===== config.mk =====
export PLATFORM = sky130hd
export DESIGN_NAME = mem_arbiter
export DESIGN_NICKNAME = d
export VERILOG_FILES = /design/src/rtl/mem_arbiter.sv
export SDC_FILE = /design/constraint.sdc
export NUM_CORES = 1
export LEC_CHECK = 0
export BUFFER_PORTS_ARGS = -buffer_cell sky130_fd_sc_hd__buf_2
export CORE_MARGIN = 2
export CORE_UTILIZATION = 28
export DETAILED_ROUTE_END_ITERATION = 8
export HOLD_SLACK_MARGIN = 0.1
export SYNTH_ARGS = -nofsm -noshare
export SYNTH_HDL_FRONTEND = slang
export SYNTH_SLANG_ARGS = --single-unit

===== constraint.sdc =====
create_clock -name clk -period 6.83 [get_ports clk]
set_clock_uncertainty 0.05 [all_clocks]
set_input_delay 1.0245 -clock clk [delete_from_list [all_inputs] [get_ports clk]]
set_output_delay 1.0245 -clock clk [all_outputs]
set_load 0.05 [all_outputs]

===== src/rtl/mem_arbiter.sv =====
// rtl/mem_arbiter.sv - round-robin arbiter sharing one memory bus between IFU and LSU
//
// Purpose:
//    Accepts one request at a time from the instruction fetch unit (read-only)
//    or the load/store unit (read/write), drives it on a single-ported memory
//    bus, waits for the bus response and returns it to the requester that
//    issued it. A hung transaction is aborted with an error response after
//    TIMEOUT_CYCLES cycles (0 disables the timeout).
//
// Ports:
//    clk, rst          clock (rising edge), asynchronous active-high reset
//    ifu_req_*         IFU read request handshake and address
//    ifu_resp_*        IFU one-cycle response pulse, read data, error
//    lsu_req_*         LSU request handshake, address, wen, wdata, wmask
//    lsu_resp_*        LSU one-cycle response pulse, read data (0 on writes), error
//    mem_req_*         bus request handshake with latched addr/wen/wdata/wmask
//    mem_resp_*        bus response valid, read data, error

module mem_arbiter #(
   parameter int ADDR_WIDTH     = 32,
   parameter int DATA_WIDTH     = 32,
   parameter int TIMEOUT_CYCLES = 255
) (
   input  logic                      clk,
   input  logic                      rst,

   input  logic                      ifu_req_valid,
   output logic                      ifu_req_ready,
   input  logic [ADDR_WIDTH-1:0]     ifu_addr,
   output logic                      ifu_resp_valid,
   output logic [DATA_WIDTH-1:0]     ifu_rdata,
   output logic                      ifu_resp_err,

   input  logic                      lsu_req_valid,
   output logic                      lsu_req_ready,
   input  logic [ADDR_WIDTH-1:0]     lsu_addr,
   input  logic                      lsu_wen,
   input  logic [DATA_WIDTH-1:0]     lsu_wdata,
   input  logic [DATA_WIDTH/8-1:0]   lsu_wmask,
   output logic                      lsu_resp_valid,
   output logic [DATA_WIDTH-1:0]     lsu_rdata,
   output logic                      lsu_resp_err,

   output logic                      mem_req_valid,
   input  logic                      mem_req_ready,
   output logic [ADDR_WIDTH-1:0]     mem_addr,
   output logic                      mem_wen,
   output logic [DATA_WIDTH-1:0]     mem_wdata,
   output logic [DATA_WIDTH/8-1:0]   mem_wmask,
   input  logic                      mem_resp_valid,
   input  logic [DATA_WIDTH-1:0]     mem_rdata,
   input  logic                      mem_resp_err
);

   // A zero-width timer is not legal, so keep one bit when the timeout is off.
   localparam int TIMER_WIDTH = (TIMEOUT_CYCLES > 0) ? $clog2(TIMEOUT_CYCLES + 1) : 1;
   localparam logic [TIMER_WIDTH-1:0] TIMER_LAST =
      (TIMEOUT_CYCLES > 0) ? TIMER_WIDTH'(TIMEOUT_CYCLES - 1) : '0;
   localparam logic [TIMER_WIDTH-1:0] TIMER_MAX = '1;

   localparam logic [1:0] S_IDLE = 2'd0;
   localparam logic [1:0] S_REQ  = 2'd1;
   localparam logic [1:0] S_RESP = 2'd2;

   localparam logic OWN_IFU = 1'b0;
   localparam logic OWN_LSU = 1'b1;

   logic [1:0]             state;
   logic                   owner;
   logic                   rr_last;
   logic [TIMER_WIDTH-1:0] timer;

   logic                   grant_ifu;
   logic                   grant_lsu;
   logic                   timed_out;
   logic                   resp_fire;
   logic                   resp_err;
   logic [DATA_WIDTH-1:0]  resp_data;

   // On a tie the side that did not win last time is granted.
   always_comb begin
      grant_ifu = ifu_req_valid & (~lsu_req_valid | (rr_last == OWN_LSU));
      grant_lsu = lsu_req_valid & (~ifu_req_valid | (rr_last == OWN_IFU));
   end

   // Ready is qualified with rst so that every output reads 0 while reset is
   // held, even if a requester keeps its valid asserted.
   assign ifu_req_ready = (state == S_IDLE) & ~rst & grant_ifu;
   assign lsu_req_ready = (state == S_IDLE) & ~rst & grant_lsu;
   assign mem_req_valid = (state == S_REQ);

   assign timed_out = (TIMEOUT_CYCLES > 0) && (state != S_IDLE) && (timer == TIMER_LAST);

   // A real bus response in RESP takes precedence over a timeout in the same
   // cycle; in REQ the timeout wins over a late request handshake, and any
   // response that then trickles in lands in IDLE where it is ignored.
   always_comb begin
      resp_fire = 1'b0;
      resp_err  = 1'b0;
      resp_data = '0;
      if ((state == S_RESP) && mem_resp_valid) begin
         resp_fire = 1'b1;
         resp_err  = mem_resp_err;
         resp_data = mem_wen ? '0 : mem_rdata;
      end else if (timed_out) begin
         resp_fire = 1'b1;
         resp_err  = 1'b1;
      end
   end

   always_ff @(posedge clk or posedge rst) begin
      if (rst) begin
         state          <= S_IDLE;
         owner          <= OWN_IFU;
         rr_last        <= OWN_LSU;
         timer          <= '0;
         mem_addr       <= '0;
         mem_wen        <= 1'b0;
         mem_wdata      <= '0;
         mem_wmask      <= '0;
         ifu_resp_valid <= 1'b0;
         ifu_resp_err   <= 1'b0;
         ifu_rdata      <= '0;
         lsu_resp_valid <= 1'b0;
         lsu_resp_err   <= 1'b0;
         lsu_rdata      <= '0;
      end else begin
         // Response valid and error are single-cycle pulses; read data holds.
         ifu_resp_valid <= 1'b0;
         ifu_resp_err   <= 1'b0;
         lsu_resp_valid <= 1'b0;
         lsu_resp_err   <= 1'b0;

         case (state)
            S_IDLE: begin
               if (grant_ifu | grant_lsu) begin
                  owner     <= grant_lsu;
                  rr_last   <= grant_lsu;
                  mem_addr  <= grant_lsu ? lsu_addr : ifu_addr;
                  mem_wen   <= grant_lsu & lsu_wen;
                  mem_wdata <= grant_lsu ? lsu_wdata : '0;
                  mem_wmask <= grant_lsu ? lsu_wmask : '0;
                  timer     <= '0;
                  state     <= S_REQ;
               end
            end

            S_REQ, S_RESP: begin
               if (resp_fire) begin
                  if (owner == OWN_LSU) begin
                     lsu_resp_valid <= 1'b1;
                     lsu_resp_err   <= resp_err;
                     lsu_rdata      <= resp_data;
                  end else begin
                     ifu_resp_valid <= 1'b1;
                     ifu_resp_err   <= resp_err;
                     ifu_rdata      <= resp_data;
                  end
                  state <= S_IDLE;
               end else if ((state == S_REQ) && mem_req_ready) begin
                  timer <= '0;
                  state <= S_RESP;
               end else if (timer != TIMER_MAX) begin
                  timer <= timer + 1'b1;
               end
            end

            default: state <= S_IDLE;
         endcase
      end
   end

endmodule


==> summary.md, run 1 <==
| Metric | Value |
|---|---|
| Share of cells above drive strength 1 | 43.9% |
| Path category of the worst min-delay check | reg -> reg |
| Register area share after synthesis | 61.7% |
| Clock transition at the registers of the reported paths | 0.07 ns |
| Slew margin rel. | 33.1% |
| Clk Latency, worst-skew pair | 0.41 ns |
| Final Slew Violations | 0 |
| # clock sinks | 149 |
| Max Cap Viol | 0 |
| DRC viols | 0 |
| First-pass GRT wire length | 25600 um |
| Worst path bufs/invs | 3 |
| Initial antenna violation count | 1 |
| Critical path class | in -> out |
| Slowest cell on crit path | buf_4 |
| CP Depth | 5 |
| Slew @ Worst Pin | 1.00 ns |
| DR vias | 4863 |
| Largest net degree at the start of global routing | 78 |
| Vias per cell | 4.73 |
| # Post-CTS Setup Buffers | 0 |
| TritonCTS clock tree | built |
| Final Hold Fails | 0 |
| Nets | 885 |
| Commonest cells after routing, fill and taps aside | 279 x buf_2, 148 x dfrtp_1, 103 x a22o_1 |
| HPWL after detailed placement | 12000 um |
| Critical Path RT | 5.76 ns |
| Cell Area, Synth | 6040 sq um |
| CP Capture Type | output port |
| RSZ-0062 raised after global routing | false |
| I/O Pins | 280 |
| Die Span X | 151 um |
| Initial detailed-routing violation count | 175 |
| Max clock buf depth | 2 |
| Top FF cell, synth | dfrtp_1 |
| Global route overflow | 0 |
| Reg2Reg Setup Slack | 4.36 ns |
| Routed wire length | 17100 um |
| Core Box Area | 21100 sq um |
| Finished Cell Area | 8280 sq um |
| Routability Congestion | 0.750 |
| Overall Global Routing Usage | 14.5% |
| Height of the die | 151 um |
| Reg2Reg Depth | 6 |
| # resized after CTS | 0 |
| Number of global-route vias before repair | 4799 |
| Crit path cell chain | buf_2 -> a21boi_4 -> buf_4 -> and3_1 -> buf_2 |
| Final ANT Viol Nets | 0 |
| CP Launch Type | input pin |
| CTS buffer count | 17 |
| Critical Path AT | 2.30 ns |
| Rows | 53 |
| Crit share post-route | 49.5% |
| Root Driver | clkbuf_16 |
| Synth Net Count | 615 |
| Maximum VDD drop | 0.292 mV |
| Most common cell after layout, fill and taps aside | buf_2 |
| Most frequent CP cell | buf_2 |
| Final TNS setup | 0 ns |
| DR WL/cell | 16.6 um |
| Fraction of registers with async set/reset | 100% |
| Pwr/cell area | 615 nW/um^2 |
| Top delay family on crit path | buffers and inverters |
| Post-detailed-placement cell area | 7660 sq um |
| Total die area | 22800 sq um |
| Pleak | 4.36 nW |
| # hold bufs at CTS | 0 |
| Syn_area_per_cell | 12.9 sq um |
| Synthesized instance count | 469 |
| Distinct cells, synth | 45 |
| Hold path depth | 2 |
| EDFF count, synth | 0 |
| CP Max Fanout | 34 |
| Final setup fails | 0 |
| Starting density of the core | 28.7% |
| Slowest stage delay, CP | 0.46 ns |
| Synth-to-Final Area Change | 37.0% |
| # port buffers | 279 |
| Flops & latches, synth | 149 |
| Status | complete, no violations |
| F_max | 296 MHz |
| Yosys warns | 0 |
| Pre-antenna DRT Iters | 4 |
| Min Clock Period, post-route | 3.38 ns |
| H-tree depth | 4 |
==> area by class of cell <==
| cell class | instances | area, sq um |
|---|---|---|
| diodes | 1 | 2.50 |
| well taps | 275 | 344 |
| clock inverters | 15 | 188 |
| multi-input cells | 272 | 2090 |
| flip-flops and latches | 149 | 3730 |
| inverters | 14 | 57.6 |
| fillers | 2044 | 12800 |
| repair buffers | 285 | 1440 |
| clock buffers | 17 | 425 |
==> kinds of logic after synthesis <==
group	count (synthesis)	share of synthesized area, %
mux	34	5.67
buf+inv	48	4.24
fa+ha+maj	6	1.24
flops	149	61.7
simple gates	69	5.86
compound gates	163	21.3
==> worst min-delay path, delay by kind of cell, from the launching register on <==
family           cells  cell delay (ns)
AND/OR/NAND/NOR      1             0.04
flip-flops           1             0.34
AO/OA/AOI/OAI        1             0.06
==> per-layer routing <==
layer | track usage [%] | up-vias | part of all wire [%]
li1 | - | 2294 | -
met1 | 19.2 | 2312 | 44
met2 | 22.7 | 244 | 45
met3 | 4.49 | 11 | 10
met4 | 4.44 | 2 | 0.91
met5 | 0 | - | 0.076
==> worst paths after layout <==
kind | start | end
setup / recovery | lsu_req_valid | lsu_req_ready
hold / removal | mem_addr[16] | mem_addr[16]
setup reg to reg | state[0] | ifu_rdata[4]
hold reg to reg | mem_addr[16] | mem_addr[16]
max in group asynchronous | rst | lsu_rdata[28]
min in group asynchronous | rst | mem_wdata[20]
==> synth_stat cells, types with 3 or more instances <==
cell	instances	area (sq um)
a221oi_1	3	26.3
a22o_1	103	902
and3_1	3	18.8
buf_1	4	15.0
buf_2	16	80.1
buf_6	7	78.8
clkbuf_1	6	22.5
dfrtp_1	148	3700
ha_1	6	75.1
inv_1	14	52.6
mux2i_1	32	320
nand2_1	37	139
nand3_1	5	25.0
nor2_1	7	26.3
nor3_1	3	15.0
o21ai_0	35	175
==> per-stage QoR <==
stage / total power, mW / hold slack [ns] / instances / utilization, % / setup WS [ns]
3_5_place_dp: 4.14 / 0.415 / 995 / 36.3 / 3.44
3_3_place_gp: 4.12 / 0.405 / 995 / 36.3 / 3.47
2_1_floorplan: 3.50 / 0.456 / 469 / - / 0.823
6_report: 5.09 / 0.427 / 1028 / 39.3 / 3.45
4_1_cts: 5.15 / 0.433 / 1027 / 39.2 / 3.43
5_1_grt: 5.37 / 0.454 / 1027 / 39.2 / 3.38
==> registers in the layout (all words and copies together) (netlist names) <==
| signal | flops |
|---|---|
| ifu_rdata | 32 |
| lsu_rdata | 32 |
| mem_addr | 32 |
| mem_wdata | 32 |
| timer | 8 |
| mem_wmask | 4 |
| state | 2 |
| ifu_resp_err | 1 |
| ifu_resp_valid | 1 |
| lsu_resp_err | 1 |
| lsu_resp_valid | 1 |
| mem_wen | 1 |
| owner | 1 |
| rr_last | 1 |
==> report_power, final <==
group	switching (mW)	leakage, nW	internal, mW	total [mW]
Clock	0.417	0.304	0.558	0.976
Combinational	1.96	2.13	0.668	2.62
Sequential	0.219	1.93	1.27	1.49
Total	2.59	4.36	2.50	5.09
No activity file was read; power rests on OpenSTA's default activity.
==> inputs of run 2 (changes only) <==
--- a/config.mk
+++ b/config.mk
@@ -5,6 +5,7 @@
 export SDC_FILE = /design/constraint.sdc
 export NUM_CORES = 1
 export LEC_CHECK = 0
+export ABC_AREA = 1
 export BUFFER_PORTS_ARGS = -buffer_cell sky130_fd_sc_hd__buf_2
 export CORE_MARGIN = 2
 export CORE_UTILIZATION = 28
==> constraint.sdc (replaced) <==
create_clock -name clk -period 3.4 [get_ports clk]
set_clock_uncertainty 0.05 [all_clocks]
set_input_delay 0.51 -clock clk [delete_from_list [all_inputs] [get_ports clk]]
set_output_delay 0.51 -clock clk [all_outputs]
set_load 0.05 [all_outputs]
==> run 2 against run 1 <==
  * Largest power group unchanged
  * Clock-buffer cell count is 1 higher
  * Core utilization is 0.94 points lower
  * Largest cell class unchanged
  * Combinational power is 56% higher
  * Synthesized cell count is 45% higher
  * Critical path depth is 6 higher
  * First-iteration DRC count is 54% higher
  * Critical endpoint is now ifu_rdata[9]
  * Routed wire length is 1.5% lower
  * Hold slack worse by 0.27 ns
  * Die area is 6.7% higher
==> summary.md, run 2 <==
| Metric | Value |
|---|---|
| Status | complete, no violations |
| Most frequent CP cell | nand2_1 |
| DRC viols | 0 (unchanged) |
| CP Capture Type | flop |
| Height of the die | 156 um (+3.3%) |
| CP Max Fanout | 30 (-12%) |
| Core Box Area | 22600 sq um (+7.4%) |
| DP Worst Slack | 0.925 ns (-2.51 ns) |
| Most common cell after layout, fill and taps aside | buf_2 |
| # hold bufs at CTS | 0 (unchanged) |
| # resized after CTS | 0 (unchanged) |
| Clock transition at the registers of the reported paths | 0.07 ns (about the same) |
| Most numerous cell in the Yosys netlist | dfrtp_1 |
| Syn_area_per_cell | 9.53 sq um (-26%) |
| Share of cells above drive strength 1 | 38.0% (-5.9 points) |
| Slew @ Worst Pin | 1.03 ns (+0.0260 ns) |
| Number of global-route vias before repair | 5145 (+7.2%) |
| Final TNS setup | 0 ns (unchanged) |
| Worst path bufs/invs | 3 (unchanged) |
| Slew margin rel. | 31.4% (-1.7 points) |
| Critical Path AT | 2.69 ns (+0.39 ns) |
| Global route overflow | 0 (unchanged) |
| Cell Area, Synth | 6460 sq um (+6.9%) |
| Rows | 55 (+3.8%) |
| Overall Power | 8.65 mW (+70%) |
| Slowest stage delay, CP | 0.53 ns (+0.07 ns) |
| # port buffers | 279 (unchanged) |
| Top cells by count, synth | 148 x dfrtp_1, 143 x nand2_1, 56 x o21ai_0, 55 x inv_1, 49 x nor2_1 |
| Root Driver | clkbuf_16 |
| Clk Latency, worst-skew pair | 0.42 ns (about the same) |
| EDFF count, synth | 0 (unchanged) |
| Cell taking the most area after synthesis | dfrtp_1 |
| First-pass GRT wire length | 26500 um (+3.7%) |
| Yosys top cell area share | 57.3% (-3.9 points) |
| Yosys warns | 0 (unchanged) |
| Vias per cell | 4.35 (-8.0%) |
| Final ANT Viol Nets | 0 (unchanged) |
| DR WL/cell | 13.5 um (-19%) |
| I/O Pins | 280 (unchanged) |
| Crit path cell chain | inv_1 -> ha_1 -> inv_2 -> nand2_1 -> nor2_1 -> nand2_1 -> nand2_2 -> nand3_2 -> buf_4 -> nand2_1 -> o21ai_0 |
| Synth Net Count | 824 (+34%) |
| Starting density of the core | 28.5% (-0.14 points) |
| Synthesized instance count | 678 (+45%) |
| Largest net degree at the start of global routing | 78 (unchanged) |
| Initial antenna violation count | 1 (unchanged) |
| Maximum VDD drop | 0.456 mV (+56%) |
| Final Slew Violations | 0 (unchanged) |
| Flops & latches, synth | 149 (unchanged) |
| Fraction of registers with async set/reset | 100% (unchanged) |
| Distinct cells, synth | 23 (-49%) |
| Nets | 1093 (+24%) |
| Slowest cell on crit path | nand3_2 |
| Worst Setup Slack, final | 0.944 ns (-2.51 ns) |
| Commonest cells after routing, fill and taps aside | 279 x buf_2, 148 x dfrtp_1, 142 x nand2_1 |
| H-tree depth | 4 (unchanged) |
| TritonCTS clock tree | built |
| Crit share post-route | 72.2% |
| Routability Congestion | 0.735 (-2.1%) |
| Register area share after synthesis | 57.7% (-4.0 points) |
| Synth-to-Final Area Change | 34.3% |
| Final Hold Fails | 0 (unchanged) |
| CP Launch Type | flop |
| Total die area | 24300 sq um (+6.7%) |
| Pre-antenna DRT Iters | 4 (unchanged) |
| Path category of the worst min-delay check | in -> async |
| Pleak | 4.66 nW (+6.8%) |
| Routed wire length | 16800 um (-1.5%) |
| CTS buffer count | 17 (unchanged) |
| DR vias | 5422 (+11%) |
| Critical path class | reg -> reg |
| Overall Global Routing Usage | 13.7% (-0.76 points) |
| Die Span X | 156 um (+3.3%) |
| HPWL after detailed placement | 12000 um (+0.31%) |
| Max clock buf depth | 2 (unchanged) |
| F_max | 407 MHz |
| # clock sinks | 149 (unchanged) |
| Max Cap Viol | 0 (unchanged) |
| Top delay family on crit path | simple AND/OR/NAND/NOR gates |
| Critical Path RT | 3.64 ns (-2.12 ns) |
| # Post-CTS Setup Buffers | 0 (unchanged) |
| Final setup fails | 0 (unchanged) |
| Initial detailed-routing violation count | 269 (+54%) |
| Pwr/cell area | 997 nW/um^2 (+62%) |
| Top FF cell, synth | dfrtp_1 |
| Min Clock Period, post-route | 2.46 ns |
| RSZ-0062 raised after global routing | false |
| Hold Slack | 0.154 ns (-0.273 ns) |
| Area contributors post-synth | dfrtp_1 57%, nand2_1 8.3%, mux2i_1 5.0% |
-- run 2: cell type report --
type	count	area (sq um)
Sequential cell	149	3730
Clock inverter	14	161
Inverter	58	221
Antenna cell	1	2.50
Timing Repair Buffer	289	1480
Fill cell	2295	14000
Multi-Input combinational cell	432	2280
Tap cell	285	357
Clock buffer	18	439
-- run 2: final timing paths --
| check | from | end | slack [ns] | depth (start not counted) |
|---|---|---|---|---|
| max | state[0] | ifu_rdata[9] | 0.94 | 11 |
| min | rst | state[1] | 0.15 | 3 |
| max reg2reg | state[0] | ifu_rdata[9] | 0.94 | 11 |
| min reg2reg | lsu_rdata[13] | lsu_rdata[13] | 0.43 | 2 |
| max in group asynchronous | rst | mem_addr[22] | 2.25 | 3 |
| min in group clk | lsu_wdata[17] | mem_wdata[17] | 0.28 | 3 |
-- run 2: report_power, final --
part | leakage [nW] | switching (mW) | internal, mW
Sequential | 1.94 | 0.313 | 2.35
Combinational | 2.43 | 3.17 | 0.921
Clock | 0.288 | 0.836 | 1.06
Total | 4.66 | 4.31 | 4.34
-- run 2: kinds of logic after synthesis --
family | Yosys count | synth area share, %
simple gates | 251 | 16.2
flops | 149 | 57.7
compound gates | 143 | 12.8
buf+inv | 97 | 7.13
mux | 32 | 4.96
fa+ha+maj | 6 | 1.16
-- run 2: per-layer routing --
| layer | vias to the layer above | global-route usage (%) | wire length, um |
|---|---|---|---|
| li1 | 2759 | - | - |
| met1 | 2438 | 18.2 | 7650 |
| met2 | 212 | 21.5 | 7650 |
| met3 | 11 | 4.81 | 1370 |
| met4 | 2 | 3.54 | 131 |
| met5 | - | 0 | 7 |
-- run 2: stage by stage --
stage | instance area, sq um | util (%) | std cells
after floorplan | 6460 | - | 678
after global placement | 8070 | 35.7 | 1213
after detailed placement | 8070 | 35.7 | 1213
after CTS | 8670 | 38.3 | 1245
after global routing | 8670 | 38.3 | 1245
final | 8680 | 38.3 | 1246
-- run 2: worst min-delay path, delay by kind of cell --
family	cells	cell delay (ns)
buf+inv	3	0.54
==> inputs of run 3 (changes only) <==
==> constraint.sdc (replaced) <==
create_clock -name clk -period 2.6 [get_ports clk]
set_clock_uncertainty 0.05 [all_clocks]
set_input_delay 0.39 -clock clk [delete_from_list [all_inputs] [get_ports clk]]
set_output_delay 0.39 -clock clk [all_outputs]
set_load 0.05 [all_outputs]
==> run 3 against run 2 <==
  * Sequential share of layout area down 0.41 points
  * Final cell count is 0.24% higher
  * Design area grew 0.95%
  * Highest routed layer unchanged
  * Via count is 0.59% higher
  * Combinational power increased by 32%
  * Critical path type is now reg -> out
  * Routed wire length is 0.50% higher
==> summary.md, run 3 (synthesis results as in run 2) <==
| Metric | Value |
|---|---|
| RSZ-0062 raised after global routing | false |
| Final ANT Viol Nets | 0 (unchanged) |
| TritonCTS clock tree | built |
| CTS buffer count | 17 (unchanged) |
| Pleak | 4.70 nW (+0.87%) |
| Pre-antenna DRT Iters | 4 (unchanged) |
| DRC viols | 0 (unchanged) |
| Commonest cells after routing, fill and taps aside | 279 x buf_2, 148 x dfrtp_1, 142 x nand2_1 |
| # Post-CTS Setup Buffers | 0 (unchanged) |
| Clock group share of total power | 21.8% (-0.2 points) |
| CP Max Fanout | 5 (-83%) |
| Reg2Reg Depth | 10 (-1) |
| Max Cap Viol | 0 (unchanged) |
| Core Box Area | 22600 sq um (unchanged) |
| Wire length on met1 | 7650 um (about the same) |
| # resized after CTS | 0 (unchanged) |
| Vias per cell | 4.37 (+0.35%) |
| Root Driver | clkbuf_16 |
| Slew @ Worst Pin | 0.567 ns (-0.458 ns) |
| Routability Congestion | 0.739 (+0.61%) |
| Overall Global Routing Usage | 14.2% (+0.47 points) |
| Number of global-route vias before repair | 5325 (+3.5%) |
| Initial antenna violation count | 2 (+1) |
| # clock sinks | 149 (unchanged) |
| Clk Latency, worst-skew pair | 0.41 ns (about the same) |
| CP Depth | 5 (-6) |
| Path category of the worst min-delay check | in -> reg |
| CP Launch Type | flop |
| Initial detailed-routing violation count | 331 (+23%) |
| Reg2Reg Setup Slack | 0.42 ns (-0.52 ns) |
| Hold path depth | 3 |
| Comb pwr share | 47.5% (+0.3 points) |
| Pint | 5.71 mW (+32%) |
| Top delay family on crit path | flip-flops |
| Crit path cell chain | inv_1 -> ha_1 -> nand3_2 -> nor2_1 -> buf_2 |
| Worst path bufs/invs | 2 (-1) |
| Area used by multi-input combinational logic | 2280 sq um (unchanged) |
| Max clock buf depth | 2 (unchanged) |
| Nets | 1096 (+0.27%) |
| Largest net degree at the start of global routing | 79 (+1.3%) |
| Final Hold Fails | 0 (unchanged) |
| Final setup fails | 0 (unchanged) |
| F_max | 435 MHz |
| Slowest stage delay, CP | 0.41 ns (-0.12 ns) |
| Total die area | 24300 sq um (unchanged) |
| Fillers | 2335 (+1.7%) |
| DR WL/cell | 13.5 um (+0.26%) |
| CP Capture Type | output port |
| Critical Path AT | 1.86 ns (-0.83 ns) |
| I/O Pins | 280 (unchanged) |
| Final TNS setup | 0 ns (unchanged) |
| Starting density of the core | 28.5% (unchanged) |
| Critical path class | reg -> out |
| Pwr/cell area | 1300 nW/um^2 (+30%) |
| Rows | 55 (unchanged) |
| Clock transition at the registers of the reported paths | 0.07 ns (about the same) |
| Max Used Layer | met5 |
| Min Clock Period, post-route | 2.30 ns |
| # hold bufs at CTS | 1 (+1) |
| Maximum VDD drop | 0.556 mV (+22%) |
| Switching share of total power | 49.7% (-0.13 points) |
| Critical Path RT | 2.16 ns (-1.48 ns) |
| Most common cell after layout, fill and taps aside | buf_2 |
| DR vias | 5454 (+0.59%) |
| Height of the die | 156 um (unchanged) |
| Psw | 5.65 mW (+31%) |
| Reg power frac | 30.7% (about the same) |
| Final Slew Violations | 0 (unchanged) |
| Share of cells above drive strength 1 | 38.1% (+0.089 points) |
| Slew margin rel. | 62.2% (+31 points) |
| Met2 wire length | 7730 um (+1.1%) |
| First-pass GRT wire length | 27400 um (+3.3%) |
| Post-detailed-placement cell area | 8150 sq um (+0.96%) |
| Global route overflow | 0 (unchanged) |
| H-tree depth | 4 (unchanged) |
| Routed wire length | 16900 um (+0.50%) |
| Die Span X | 156 um (unchanged) |
| Slowest cell on crit path | dfrtp_1 |
| WL met3 | 1350 um (-1.0%) |
| Crit share post-route | 88.4% |
| Finished Cell Area | 8760 sq um (+0.95%) |
| # port buffers | 279 (unchanged) |
| Status | complete, no violations |
| Synth-to-Final Area Change | 35.6% |
| Sequential Area | 3730 sq um (unchanged) |
| HPWL after detailed placement | 12200 um (+1.3%) |
## run 3: per-layer routing
layer | GRT usage, % | up-vias
met2 | 22.5 | 211
met3 | 4.50 | 12
met5 | 0 | -
met4 | 4.76 | 2
li1 | - | 2766
met1 | 18.5 | 2463
## run 3: final timing paths
check                         startpoint            end
max                             state[0]  lsu_req_ready
min                         lsu_wdata[8]   mem_wdata[8]
max reg2reg                     state[0]   ifu_rdata[1]
min reg2reg                lsu_rdata[12]  lsu_rdata[12]
max in group asynchronous            rst   mem_addr[24]
min in group asynchronous            rst   mem_wdata[0]
## run 3: power by group through the flow
stage / sequential (mW) / clock [mW] / combinational, mW
2_1_floorplan: 5.97 / 0 / 1.64
3_3_place_gp: 3.51 / 0 / 5.39
3_5_place_dp: 3.52 / 0 / 5.46
4_1_cts: 3.50 / 2.58 / 5.45
5_1_grt: 3.58 / 2.69 / 5.83
6_report: 3.49 / 2.48 / 5.39
## run 3: metrics by stage
step | hold WS [ns] | setup WS (ns) | instances | power (mW) | util, %
final | 0.164 | 0.303 | 1249 | 11.4 | 38.7
after global routing | 0.148 | 0.144 | 1248 | 12.1 | 38.7
after CTS | 0.134 | 0.264 | 1248 | 11.5 | 38.7
after detailed placement | 0.267 | 0.403 | 1215 | 8.98 | 36.0
after global placement | 0.265 | 0.485 | 1215 | 8.90 | 36.0
after floorplan | 0.408 | 0.286 | 678 | 7.61 | -
## run 3: worst register-to-register path, delay by kind of cell, from the launching register on
kind	cells	cell delay, ns
compound gates	1	0.19
fa+ha+maj	1	0.30
buf+inv	3	0.48
flops	1	0.40
simple gates	5	0.68
## run 3: layout make-up
type                       count  area share [%]
clock buffer                  18            5.01
tap                          285            4.07
clock inverter                14            1.79
multi-input combinational    432            26.1
antenna                        1          0.0286
sequential                   149            42.6
timing repair buffer         292            17.9
inverter                      58            2.53
